===== src/rtl/fft4_pkg.sv =====
// fft4_pkg: shared constants and types for the 4-point FFT controller.
// Latency: n/a (declarations only).
// Backpressure: n/a.
// Contents: default sample width, half width, Q1.15 twiddles W0/W1,
// packed complex sample type, controller state enum, slot bit-reverse helper.
package fft4_pkg;

  localparam int WIDTH_DEF = 32;
  localparam int HALF      = WIDTH_DEF / 2;

  // Twiddles packed {re[31:16], im[15:0]} in Q1.15.
  // W0 = (32767, 0); W1 = (0, -32767), where -32767 = 16'h8001.
  localparam logic [31:0] W0 = 32'h7FFF_0000;
  localparam logic [31:0] W1 = 32'h0000_8001;

  typedef struct packed {
    logic signed [HALF-1:0] re;
    logic signed [HALF-1:0] im;
  } cplx_t;

  typedef enum logic [2:0] {
    LOAD   = 3'd0,
    S1_0   = 3'd1,
    S1_1   = 3'd2,
    S2_0   = 3'd3,
    S2_1   = 3'd4,
    UNLOAD = 3'd5
  } state_t;

  // The in-place radix-2 schedule leaves bin k in slot bitrev(k).
  function automatic logic [1:0] bitrev2(input logic [1:0] v);
    return {v[0], v[1]};
  endfunction

endpackage


===== src/rtl/butterfly.sv =====
// butterfly: radix-2 complex butterfly, out0 = A + W*B, out1 = A - W*B.
// Latency: combinational, zero cycles.
// Backpressure: none (pure function of its inputs).
// Ports: a, b   complex samples {re[WIDTH-1:WIDTH/2], im[WIDTH/2-1:0]}, signed halves
//        w      Q1.15 twiddle {re[31:16], im[15:0]}
//        out0/1 results, each half wrapped to WIDTH/2 bits
// W*B is rounded half-up at the Q1.15 binary point before the add/subtract.
module butterfly #(
  parameter int WIDTH = 32
) (
  input  logic [WIDTH-1:0] a,
  input  logic [WIDTH-1:0] b,
  input  logic [31:0]      w,
  output logic [WIDTH-1:0] out0,
  output logic [WIDTH-1:0] out1
);

  localparam int H  = WIDTH / 2;
  localparam int PW = H + 17;  // holds a full H x 16 product sum without overflow
  localparam logic signed [PW-1:0] RND = PW'(16384);

  logic signed [PW-1:0] br, bi, wr, wi, pr, pi;
  logic [H-1:0] ar, ai, mr, mi;

  assign ar = a[WIDTH-1:H];
  assign ai = a[H-1:0];

  always_comb begin
    br = PW'($signed(b[WIDTH-1:H]));
    bi = PW'($signed(b[H-1:0]));
    wr = PW'($signed(w[31:16]));
    wi = PW'($signed(w[15:0]));
    pr = br * wr - bi * wi + RND;
    pi = br * wi + bi * wr + RND;
    mr = H'(pr >>> 15);
    mi = H'(pi >>> 15);
  end

  assign out0 = {ar + mr, ai + mi};
  assign out1 = {ar - mr, ai - mi};

endmodule


===== src/rtl/fft4_ctrl.sv =====
// fft4_ctrl: 4-point complex FFT controller around a single shared butterfly.
// Latency: out_valid rises 5 clk edges after the edge accepting x[3]
//          (4 butterfly cycles, then one UNLOAD settling cycle).
// Backpressure: in_ready only in LOAD; UNLOAD holds each bin until out_ready.
// Ports: clk, rst (async active-high); in_valid/in_ready/in_data sample input;
//        out_valid/out_ready/out_data result output with out_index (bin k) and
//        out_last (k==3); busy high whenever not in LOAD.
// Option: define FFT4_STAGE_SCALE_EN to halve both butterfly outputs per stage.
module fft4_ctrl
  import fft4_pkg::*;
#(
  parameter int WIDTH = WIDTH_DEF
) (
  input  logic             clk,
  input  logic             rst,
  input  logic             in_valid,
  output logic             in_ready,
  input  logic [WIDTH-1:0] in_data,
  output logic             out_valid,
  input  logic             out_ready,
  output logic [WIDTH-1:0] out_data,
  output logic [1:0]       out_index,
  output logic             out_last,
  output logic             busy
);

`ifdef FFT4_STAGE_SCALE_EN
  localparam int H = WIDTH / 2;
`endif

  state_t           state, state_nx;
  logic [1:0]       cnt;      // load slot in LOAD, bin index in UNLOAD
  logic             primed;   // first UNLOAD cycle is a settling cycle
  logic [WIDTH-1:0] mem [4];

  logic [1:0]       ia, ib;
  logic [31:0]      tw;
  logic             bf_en;
  logic [WIDTH-1:0] bf_out0, bf_out1;
  logic             in_fire, out_fire;

  function automatic logic [WIDTH-1:0] post_bf(input logic [WIDTH-1:0] v);
`ifdef FFT4_STAGE_SCALE_EN
    return {v[WIDTH-1], v[WIDTH-1:H+1], v[H-1], v[H-1:1]};
`else
    return v;
`endif
  endfunction

  // In-place schedule:
  //   S1_0 (x0,x2) -> s0@0, s1@2   S1_1 (x1,x3) -> s2@1, s3@3
  //   S2_0 (s0,s2) -> X0@0, X2@1   S2_1 (s1,s3,W1) -> X1@2, X3@3
  always_comb begin
    ia    = 2'd0;
    ib    = 2'd2;
    tw    = W0;
    bf_en = 1'b0;
    unique case (state)
      S1_0: begin ia = 2'd0; ib = 2'd2; bf_en = 1'b1; end
      S1_1: begin ia = 2'd1; ib = 2'd3; bf_en = 1'b1; end
      S2_0: begin ia = 2'd0; ib = 2'd1; bf_en = 1'b1; end
      S2_1: begin ia = 2'd2; ib = 2'd3; tw = W1; bf_en = 1'b1; end
      default: ;
    endcase
  end

  butterfly #(.WIDTH(WIDTH)) u_bf (
    .a    (mem[ia]),
    .b    (mem[ib]),
    .w    (tw),
    .out0 (bf_out0),
    .out1 (bf_out1)
  );

  assign in_ready  = (state == LOAD);
  assign busy      = (state != LOAD);
  assign out_valid = (state == UNLOAD) && primed;
  assign out_index = (state == UNLOAD) ? cnt : 2'd0;
  assign out_data  = out_valid ? mem[bitrev2(cnt)] : '0;
  assign out_last  = out_valid && (cnt == 2'd3);
  assign in_fire   = in_valid && in_ready;
  assign out_fire  = out_valid && out_ready;

  always_comb begin
    state_nx = state;
    unique case (state)
      LOAD:    if (in_fire && cnt == 2'd3) state_nx = S1_0;
      S1_0:    state_nx = S1_1;
      S1_1:    state_nx = S2_0;
      S2_0:    state_nx = S2_1;
      S2_1:    state_nx = UNLOAD;
      UNLOAD:  if (out_fire && cnt == 2'd3) state_nx = LOAD;
      default: state_nx = LOAD;
    endcase
  end

  always_ff @(posedge clk or posedge rst) begin
    if (rst) begin
      state  <= LOAD;
      cnt    <= 2'd0;
      primed <= 1'b0;
      for (int i = 0; i < 4; i++) mem[i] <= '0;
    end else begin
      state  <= state_nx;
      primed <= (state == UNLOAD) && !(out_fire && cnt == 2'd3);
      if (in_fire) begin
        mem[cnt] <= in_data;
        cnt      <= cnt + 2'd1;  // wraps to 0 after x[3]
      end
      if (out_fire) cnt <= cnt + 2'd1;  // wraps to 0 after X[3]
      if (bf_en) begin
        mem[ia] <= post_bf(bf_out0);
        mem[ib] <= post_bf(bf_out1);
      end
    end
  end

endmodule


===== config.mk =====
export PLATFORM = sky130hd
export DESIGN_NAME = fft4_ctrl
export DESIGN_NICKNAME = d
export VERILOG_FILES = /design/src/rtl/fft4_pkg.sv /design/src/rtl/butterfly.sv /design/src/rtl/fft4_ctrl.sv
export SDC_FILE = /design/constraint.sdc
export NUM_CORES = 2
export LEC_CHECK = 0
export ABC_AREA = 1
export CORE_MARGIN = 4
export CORE_UTILIZATION = 40
export DETAILED_ROUTE_END_ITERATION = 12
export SETUP_SLACK_MARGIN = 0.2
export SYNTH_ARGS = -nofsm -noshare
export SYNTH_HDL_FRONTEND = slang
export SYNTH_SLANG_ARGS = --single-unit

===== constraint.sdc =====
create_clock -name clk -period 18.5 [get_ports clk]
set_clock_uncertainty 0.15 [all_clocks]
set_input_delay 1.85 -clock clk [delete_from_list [all_inputs] [get_ports clk]]
set_output_delay 1.85 -clock clk [all_outputs]
set_load 0.01 [all_outputs]

# --- After elaboration in Yosys (flattened, before gate mapping) ---
# Cells that the tools add are included.
classes:
  addsub: 9
  n_mul: 4
  mux: 31
  eq_ne: 8
  magnitude_cmp: 7
  reduce_logical: 17
  bitwise_logic: 4
op_table:
  columns: ["op", "n"]
  rows:
  - ["128-bit bitwise mux", 3]
  - ["32-bit two-way mux", 10]
  - ["128-bit two-way mux", 2]
  - ["32-bit binary-select mux with 2-bit select", 3]
  - ["32-bit demux with 2-bit select", 3]
  - ["16-bit by 16-bit multiplier with 31-bit output", 4]
  - ["31-bit by 16-bit adder with 31-bit output (second input constant)", 2]
  - ["16-bit adder", 2]
  - ["16-bit subtractor", 2]
  - ["31-bit adder", 1]
  - ["31-bit two-way mux", 1]
  - ["31-bit subtractor", 1]
  - ["3-bit case mux with 6 select lines", 1]
  - ["3-bit greater-or-equal comparator (second input constant)", 4]
  - ["2-bit inverter with 3-bit output", 4]
  - ["1-bit logical AND", 10]
  - ["3-bit by 1-bit < comparator with 1-bit output (second input constant)", 3]
  - ["2-bit case mux with 2 select lines", 2]
  - ["3-bit by 2-bit == test with 1-bit output (second input constant)", 2]
  - ["3-bit == test (second input constant)", 2]
  - ["2-bit two-way mux", 3]
  - ["3-bit two-way mux", 2]
  - ["2-bit by 1-bit != test with 1-bit output (second input constant)", 2]
  - ["4-bit OR reduction", 1]
  - ["other kinds (10)", 10]
totals:
  register_bits: 134
  inputBits: 36
  output_inout_bits: 38

# --- Longest topological paths before layout ---
logic_depth:
  depth_word: 14
  mapped_depth: 65
  depth_no_buf: 62

# --- By module ---
# From an unflattened synthesis, not the netlist that was laid out.
unflattened:
  hier_cells: 7036
  hier_area_um2: 53070.9
modules_own_cells:
  columns: ["module", "n_inst", "area_per_inst_um2", "cells_each"]
  rows:
  - ["butterfly", 1, 43406.6, 5520]
  - ["fft4_ctrl", 1, 9664.3, 1516]

# --- Worst setup path before layout ---
# No wires, ideal clock.
synth_path:
  path_kind: "reg-to-reg"
  from: "reg state[1]"
  to: "reg mem[62] in the netlist's numbering"
  setup_slack_ps: 8617
  stages_incl_launch_ff: 51
  arrival_time_ps: 9616
  t_required_ps: 18233
  n_path_buf: 5
  cell_sequence: "dfrtp_1 > nor2_2 > nand2_2 > nand2_4 > buf_2 > buf_2 > buf_2 > clkbuf_1 > o21ai_0 > o21ai_0 > inv_1 > nor2_1 > inv_1 > fa_1 > inv_1 > fa_1 > inv_1 > fa_1 > [15 not listed] > a21boi_0 > xor2_1 > inv_1 > ha_1 > buf_2 > o31ai_1 > a21oi_1 > o21ai_0 > a21oi_1 > o21ai_0 > a21oi_1 > nor2_1 > nor2_1 > xor2_1 > inv_1 > nor2_1 > o21ai_1 > inv_1"
synth_via:
  elab_chain_cells: 14
  word_cells_on_any_way: 40
  cone_classes: "add/sub: 4; mul: 2; order compare: 4; eq/ne: 4; mux: 18; bitwise: 2; reduce/logical: 6"
synth_lines:
  columns: ["item", "line_no", "rtl"]
  rows:
  - ["start, declared", "fft4_ctrl.sv:31", "state_t state, state_nx;"]
  - ["start signal, assigned", "fft4_ctrl.sv:104", "state <= state_nx;"]
  - ["3-bit == test / 3-bit by 2-bit == test with 1-bit output (equally long branches)", "fft4_ctrl.sv:58", "unique case (state)"]
  - ["2-bit OR reduction (no source line)", null, null]
  - ["2-bit case mux with 2 select lines", "fft4_ctrl.sv:58", null]
  - ["2-bit inverter with 3-bit output (implied by the code)", "fft4_ctrl.sv:69, fft4_ctrl.sv:113", null]
  - ["32-bit binary-select mux with 2-bit select", "fft4_ctrl.sv:69", ".b (mem[ib]),"]
  - ["32-bit two-way mux (implied by the code) (2 in a row)", "fft4_ctrl.sv:69", null]
  - ["16-bit by 16-bit multiplier with 31-bit output", "butterfly.sv:33", "pr = br * wr - bi * wi + RND;"]
  - ["31-bit subtractor", "butterfly.sv:33", null]
  - ["31-bit by 16-bit adder with 31-bit output", "butterfly.sv:33", null]
  - ["16-bit adder", "butterfly.sv:39", "assign out0 = {ar + mr, ai + mi};"]
  - ["128-bit bitwise mux", "fft4_ctrl.sv:112", "mem[ia] <= post_bf(bf_out0);"]
  - ["128-bit bitwise mux", "fft4_ctrl.sv:113", "mem[ib] <= post_bf(bf_out1);"]
  - ["128-bit two-way mux (*)", "fft4_ctrl.sv:111", "if (bf_en) begin"]
  - ["end signal, assigned by index", "fft4_ctrl.sv:107", "mem[cnt] <= in_data;"]
  - ["end signal, assigned by index", "fft4_ctrl.sv:112", null]
  - ["end signal, assigned by index", "fft4_ctrl.sv:113", null]
  - ["end, declared", "fft4_ctrl.sv:34", "logic [WIDTH-1:0] mem [4];"]
# Mark *: on every way between the ends. The rest lies on a longest branch, timed or not. The select of a mux whose other input is x is not followed.
# A chain may end at the register's enable or synchronous reset.

# --- Final worst setup path ---
layout_path:
  from: "reg state[2]"
  to: "reg mem[62] in the netlist's numbering"
# Same word-level chain as after synthesis.

==> results.tsv <==
stage	metric	value	unit
timing	fin_crit_sh	71.6	%
synthesis	synthCells	3655	
flow_run	drv_cap	0	
clock_network	cts_max_path_buffers	2	
global_routing	grt_pass1_vias	24499	
route	vias	24101	
floorplan	initial_core_util	40.4	%
placed_design	portBuffers	73	
synthesis	ys_types	53	
synthesis	synthDominantCellAreaShare	26.1	%
synthesis	ys_ff_latch	134	
synthesis	synth_area_leader_cell	fa_1	
synthesis	synth_ff_type	dfrtp_1	
placed_design	hpwl	70700	µm
setup_path	worstPathMaxFanout	54	
timing	setup_viol	0	
clock_network	insertion_delay	450	ps
synthesis	ys_seq_area_share	11.8	%
synthesis	synthArstFlopShare	100	%
setup_path	startpoint_type	flop	
clock_network	cts.repair.resized	0	
clock_network	cts_tree	done	
global_routing	gr-total-overflow	0	
final_layout	fin_cells	4596	
synthesis	synthesis.area	28300	µm²
global_routing	grt_antenna_before_repair	1	
synthesis	syn-num-nets	4447	
synthesis	synth.top_cells.by_count	943 x inv_1, 387 x ha_1, 383 x nand2_1, 369 x fa_1, 355 x o21ai_0	
floorplan	die_h	274	µm
global_routing	gr-usage-all-layers	24.2	%
timing	max_freq	0.0755	GHz
timing	fin_tns_setup	0	ps
route	drt_iter0_drc	1926	
global_routing	grt_pass1_wl	140000	µm
route	wl_per_cell	19.5	µm
setup_path	end_kind	flop	
synthesis	ys_warn_count	0	
floorplan	die_w	274	µm
route	drtPass1Iterations	6	
status	outcome	completed	
synthesis	netlist_top_cells_area	fa_1 26%, ha_1 17%, inv_1 13%	
synthesis	synth.most_common_cell	inv_1	
clock_network	numCtsBuffers	17	
setup_path	crit_type	reg -> reg	
route	ant_nets	0	
clock_network	cts_hold_buf	0	
floorplan	rows	97	
timing	final_max_slew_viol_count	0	
synthesis	syn_area_per_cell	7.75	µm²
clock_network	cts_sinks	134	
clock_network	h-tree-depth	4	
timing	rsz0062_at_grt	false	
setup_path	path_common_cell	inv_1	
route	wirelength	89400	µm
setup_path	cpPeakStageDelay	1000	ps
floorplan	core-area	70100	µm²
final_layout	nNetsFinal	4434	
route	drc	0	
clock_network	cts_root_buf	clkbuf_16	
route	viasPerCell	5.24	
timing	tightest_slew	1230	ps
setup_path	worst-endpoint-required	18690	ps
worst_hold_path	hold_path_class	reg -> reg	
final_layout	fill_cells	7241	
global_routing	grt_max_degree	98	
timing	fin_crit	13250	ps
clock_network	postCtsSetupBuffers	0	
final_layout	drive_gt1_share	3.28	%
setup_path	cpMaxStageDelayCell	o21ai_0	
timing	hold_violations	0	
placed_design	gp_congestion	0.954	
clock_network	path_clk_slew	60	ps
floorplan	dieArea	75100	µm²
floorplan	ioPinCount	74	
setup_path	cp.arrival	13430	ps
timing	slew_headroom	17.1	%
placed_design	placed_cells	4563	
final_layout	syn_to_final_growth	7.79	%
synthesis	synth_edf_count	0	
## metrics by stage
step                util, %  worst slack [ps]  hold WS (ps)  cell area, µm²
detailed placement     42.7              5380           330           29900
global route           43.5              4150           387           30500
floorplan                 -              8620           304           28300
global placement       42.7              5460           340           29900
finish                 43.5              5250           346           30500
CTS                    43.5              5340           338           30500
## worst max-delay path: cells and delay by family (launching register included)
| family | cells | cell delay, ps |
|---|---|---|
| compound gates | 12 | 3490 |
| flops | 1 | 420 |
| buf+inv | 13 | 1760 |
| simple gates | 9 | 2060 |
| xor+xnor | 2 | 530 |
| fa+ha+maj | 10 | 4690 |
## final timing paths
path / end / cells after the start / slack, ps / from
setup / recovery: mem[62]$_DFF_PP0_ / 46 / 5250 / state[2]$_DFFE_PP0P_
hold / removal: primed$_DFF_PP0_ / 1 / 350 / primed$_DFF_PP0_
setup reg to reg: mem[62]$_DFF_PP0_ / 46 / 5250 / state[2]$_DFFE_PP0P_
hold reg to reg: primed$_DFF_PP0_ / 1 / 350 / primed$_DFF_PP0_
max in group asynchronous: mem[17]$_DFF_PP0_ / 3 / 15200 / rst
min in group asynchronous: mem[45]$_DFF_PP0_ / 2 / 1790 / rst
## logic make-up (layout without fill, tap and decap cells)
group | count (synthesis) | in the layout | share of synthesized area, %
AOI/OAI and AO/OA | 847 | 847 | 16.4
xor gates and xnor gates | 106 | 106 | 3.31
adders and majority gates | 756 | 756 | 43.2
buffers and inverters | 1092 | 1092 | 14.6
DFF | 134 | 134 | 11.8
muxes | 2 | 2 | 0.0707
other | 1 | 2 | 0.0132
and+or+nand+nor | 717 | 717 | 10.5
## layout by cell type (no fill, tap or decap), types with 34 or more instances in the layout
master / instances
ha_1: 387
inv_1: 940
nand3_1: 88
o21ai_0: 351
dfrtp_1: 133
fa_1: 369
nor2_1: 187
clkdlybuf4s50_1: 73
a21oi_1: 307
nand2_1: 380
o211ai_1: 34
xor2_1: 82
## metal layers
layer  vias to the layer above  wire [µm]  GRT usage [%]
met4                         0       3290           8.25
li1                      11414          -              -
met5                         -          0              0
met1                     11597      38200           32.2
met3                       172       6280           3.71
met2                       918      41700           40.2
## final cells by class
type                       count  area, µm²  share of cell area (%)
tap                          940       1180                    3.85
sequential                   134       3350                    11.0
inverter                     954       3590                    11.8
clock buffer                  23        478                    1.57
antenna                        1       2.50                 0.00820
timing repair buffer         106        978                    3.21
clock inverter                 9        100                   0.328
multi-input combinational   2429      20800                    68.3
## registers in the layout (all words and copies together), names as in the netlist
name and flops:
mem 128, cnt 2, state 3, primed 1
Power is left out: the tool's default activity adds up to more than one toggle a clock period on the data nets, which glitch-free logic cannot reach.
